===== src/rtl/pipe_ctrl.sv =====
// Pipeline control unit: merges per-stage stall requests into stall_sign, flushes
// wrong-path instructions on taken branches and sequences the PC redirect.
//
// state | meaning
// ------+--------------------------------------------------------------
// RUN   | normal operation; a taken branch may redirect next cycle
// HOLD  | branch resolved while a fetch was outstanding; wait, then redirect
module pipe_ctrl #(
  parameter int ADDR_W = 32,
  parameter int CNT_W  = 16
) (
  input  logic              clk,
  input  logic              rst,
  input  logic              req_if,
  input  logic              req_id,
  input  logic              req_ex,
  input  logic              req_mem,
  input  logic              if_busy,
  input  logic              ex_branch,
  input  logic [ADDR_W-1:0] ex_target,
  output logic [5:0]        stall_sign,
  output logic              flush_if_id,
  output logic              flush_id_ex,
  output logic              redirect_valid,
  output logic [ADDR_W-1:0] redirect_addr,
  input  logic              stall_clr,
  output logic [CNT_W-1:0]  stall_cycles
);

  localparam logic [0:0] ST_RUN  = 1'b0;
  localparam logic [0:0] ST_HOLD = 1'b1;
  localparam logic [CNT_W-1:0] CNT_MAX = '1;

  logic [0:0]        state;
  logic [ADDR_W-1:0] pend_tgt;
  logic [5:0]        req_map;
  logic              hold;
  logic              accept;

  always_comb begin
    req_map = 6'b000000;
    if (req_mem)     req_map = 6'b011111;
    else if (req_ex) req_map = 6'b001111;
    else if (req_id) req_map = 6'b000111;
    else if (req_if) req_map = 6'b000011;
  end

  assign hold = (state == ST_HOLD);

  // Requests are masked while reset is held so the pipeline sees no stalls.
  assign stall_sign  = rst ? (req_map | {5'b00000, hold}) : 6'b000000;
  assign accept      = rst & ex_branch & ~stall_sign[4] & ~hold;
  assign flush_if_id = accept | hold;
  assign flush_id_ex = accept;

  always_ff @(posedge clk or negedge rst) begin
    if (!rst) begin
      state          <= ST_RUN;
      pend_tgt       <= '0;
      redirect_valid <= 1'b0;
      redirect_addr  <= '0;
    end else begin
      redirect_valid <= 1'b0;
      case (state)
        ST_RUN: begin
          if (accept) begin
            if (if_busy) begin
              pend_tgt <= ex_target;
              state    <= ST_HOLD;
            end else begin
              redirect_valid <= 1'b1;
              redirect_addr  <= ex_target;
            end
          end
        end
        ST_HOLD: begin
          if (!if_busy) begin
            redirect_valid <= 1'b1;
            redirect_addr  <= pend_tgt;
            state          <= ST_RUN;
          end
        end
        default: state <= ST_RUN;
      endcase
    end
  end

  always_ff @(posedge clk or negedge rst) begin
    if (!rst) begin
      stall_cycles <= '0;
    end else if (stall_clr) begin
      stall_cycles <= '0;
    end else if ((stall_sign != 6'b000000) && (stall_cycles != CNT_MAX)) begin
      stall_cycles <= stall_cycles + CNT_W'(1);
    end
  end

endmodule


===== config.mk =====
export PLATFORM = sky130hd
export DESIGN_NAME = pipe_ctrl
export DESIGN_NICKNAME = d
export VERILOG_FILES = /design/src/rtl/pipe_ctrl.sv
export SDC_FILE = /design/constraint.sdc
export NUM_CORES = 1
export LEC_CHECK = 0
export ABC_AREA = 1
export BUFFER_PORTS_ARGS = -buffer_cell sky130_fd_sc_hd__buf_4
export CAP_MARGIN = 10
export CORE_UTILIZATION = 45
export DETAILED_ROUTE_END_ITERATION = 10
export PLACE_DENSITY = 0.69
export SETUP_SLACK_MARGIN = 0.1
export SYNTH_ARGS = -nofsm -noshare
export SYNTH_HDL_FRONTEND = slang
export SYNTH_SLANG_ARGS = --single-unit

===== constraint.sdc =====
create_clock -name clk -period 2.1 [get_ports clk]
set_input_delay 0.105 -clock clk [delete_from_list [all_inputs] [get_ports clk]]
set_output_delay 0.105 -clock clk [all_outputs]
set_load 0.02 [all_outputs]

==> results.json <==
{
  "regArea_mm2": 0.00205,
  "start_util_pct": 46.9,
  "grt_overflow_total": 0,
  "cellLeakagePower_nw": 2.52,
  "synth.most_common_cell": "nand2_1",
  "wl_um": 9840,
  "crit_family": "buffers and inverters",
  "synth_nets": 526,
  "std_cell_rows": 33,
  "dieArea_mm2": 0.00898,
  "fin_skew_ns": 0.0143,
  "max_freq_mhz": 555,
  "clockRootBuffer": "clkbuf_8",
  "tns_ns": 0,
  "syn_area_mm2": 0.00387,
  "whs_ns": 0.00957,
  "antenna_found_initial": 0,
  "cts.path.max_buffers": 2,
  "synth_top_cell_area_share_pct": 53.0,
  "grt_pass1_vias": 3327,
  "min_period_ns": 1.80,
  "nNetsFinal": 629,
  "avgSynthCellArea_um2": 8.00,
  "grt_pass1_wl_um": 16300,
  "path_buf_inv": 4,
  "cp.required_ns": 2.00,
  "slew_viol_final": 0,
  "hold_viol": 0,
  "period_share_pct": 85.8,
  "r2r_slack_ns": 0.31,
  "syn_inst": 484,
  "synthTopCellsByArea": "dfrtp_1 (53%), nand2_1 (19%), nand3_1 (5.7%)",
  "cts.sinks": 82,
  "numPortBuffers": 96,
  "drive_gt1_share_pct": 22.2,
  "peakVddDrop_mv": 0.463,
  "cts_made_buffers": 9,
  "instances_no_fill": 696,
  "max_slew_margin_pct": 58.3,
  "via_per_inst": 5.18,
  "crit_path_end_kind": "output pin",
  "max_stage_delay_ns": 0.54,
  "multi_input_area_mm2": 0.00163,
  "htreeDepth": 3,
  "drv_cap": 0,
  "critPathLaunchType": "input pin",
  "setup_viol": 0,
  "synth_cell_types": 23,
  "synth_largest_area_cell": "dfrtp_1",
  "rsz0062_at_grt": "false",
  "wire_per_inst_um": 14.1,
  "p_total_mw": 4.25,
  "critical_path_class": "in -> out",
  "first_pass_iters": 4,
  "antenna_cells": 0,
  "cts_tree": "yes",
  "dp_hpwl_um": 6390,
  "gp_congestion": 0.854,
  "fillers": 753,
  "clk_pin_slew_ns": 0.08,
  "yosys_warnings": 0,
  "synth_edf_count": 0,
  "ant_nets": 0,
  "synthToLayoutAreaGrowth_pct": 29.6,
  "die_w_um": 94.8,
  "drt_iter0_markers": 183,
  "ys_seq_area_share_pct": 53.0,
  "clk_latency_ns": 0.34,
  "arrival_ns": 1.70,
  "async_reset_ff_share_pct": 100,
  "final_util_pct": 60.8,
  "path_max_fanout": 33,
  "crit_chain": "dlygate4sd3_1, buf_4, nand2_1, nand3_1, nor2_2, buf_4, buf_4",
  "die_h_um": 94.8,
  "post_cts_buffers": 0,
  "place_inst": 666,
  "core_mm2": 0.00826,
  "drc": 0,
  "p_per_area_mw_per_mm2": 847,
  "tightest_slew_ns": 0.625,
  "grt_usage_pct": 23.3,
  "grt_max_degree": 50,
  "synth_ff_type": "dfrtp_1",
  "min_path_type": "in -> reg",
  "vias": 3604,
  "io_pins": 98,
  "crit_slowest_cell": "dlygate4sd3_1",
  "crit_top_cell": "buf_4",
  "synth_commonest_cells": "nand2_1 (191), dfrtp_1 (82), nor2_1 (56), nand3_1 (44), a31oi_1 (32)",
  "status": "completed",
  "synth-seq-cells": 82
}
-- timing repair --
action                     4_1_cts  5_1_grt
hold buffers                    15        0
hold endpoints to repair        47        0
resized for setup                0        1
setup endpoints to repair        0       10
-- power breakdown --
part           internal, mW  total [mW]  leakage (nW)  switching [mW]
sequential             1.86        2.02          1.00           0.166
clock                 0.657        1.22         0.105           0.559
combinational         0.432        1.01          1.41           0.583
total                  2.95        4.25          2.52            1.31
-- cells by family (layout without fill, tap and decap cells) --
group                      Yosys count  count (layout)  share of synthesized area, %
AOI/OAI and AO/OA                   39              39                          6.27
xor gates and xnor gates             7               7                          1.58
adders and majority gates            1               1                         0.323
buffers and inverters               44             151                          5.23
DFF                                 82              82                          53.0
other                                1               1                        0.0968
and+or+nand+nor                    310             310                          33.5
-- per-stage QoR --
| stage | instance area (um2) | worst slack, ns |
|---|---|---|
| finish | 5020 | 0.299 |
| global route | 5020 | 0.198 |
| CTS | 5020 | 0.255 |
| floorplan | 3870 | 0.449 |
| detailed placement | 4660 | 0.358 |
| global placement | 4660 | 0.458 |
-- worst min-delay path, stage by stage --
cell,delay [ns]
buf_4,0.08
nand3_1,0.06
nand2_1,0.06
-- state kept, by name, summed over array words and instances, names as in the netlist --
name / flops
redirect_addr: 32
hold: 1
stall_cycles: 16
redirect_valid: 1
pend_tgt: 32
-- routing by layer --
layer	vias to the layer above	wire length [um]	global-route usage, %
met5	-	0	0
met4	0	102	7.20
met3	10	535	4.27
met2	102	4840	37.4
met1	1722	4360	31.8
li1	1770	-	-
-- worst paths after layout --
| check | from | endpoint | cells past startpoint |
|---|---|---|---|
| max in group asynchronous | rst | redirect_addr[16] | 4 |
| min | ex_target[1] | pend_tgt[1] | 3 |
| max reg2reg | stall_cycles[0] | stall_cycles[12] | 9 |
| max | rst | flush_id_ex | 7 |
| min reg2reg | pend_tgt[21] | pend_tgt[21] | 2 |
| min in group asynchronous | rst | stall_cycles[3] | 3 |
-- cells in the final DEF, fill, tap and decap left out, drive strengths merged --
master	instances
a21oi	1
a31oi	32
buf	105
bufinv	2
clkbuf	9
clkinv	3
clkinvlp	1
conb	1
dfrtp	82
dlygate4sd3	15
ha	1
inv	16
nand2	192
nand3	45
nand4	13
nor2	60
o21ai	3
o21bai	3
xor2	7
-- area by class of cell --
cell class              count  share of cell area (%)
multi-input cells         358                    32.4
clock inverters             6                    1.64
clock buffers               9                    2.47
well taps                 105                    2.62
repair buffers            120                    18.8
flip-flops and latches     82                    40.9
inverters                  16                    1.20
Power figures use the tool's default switching activity.
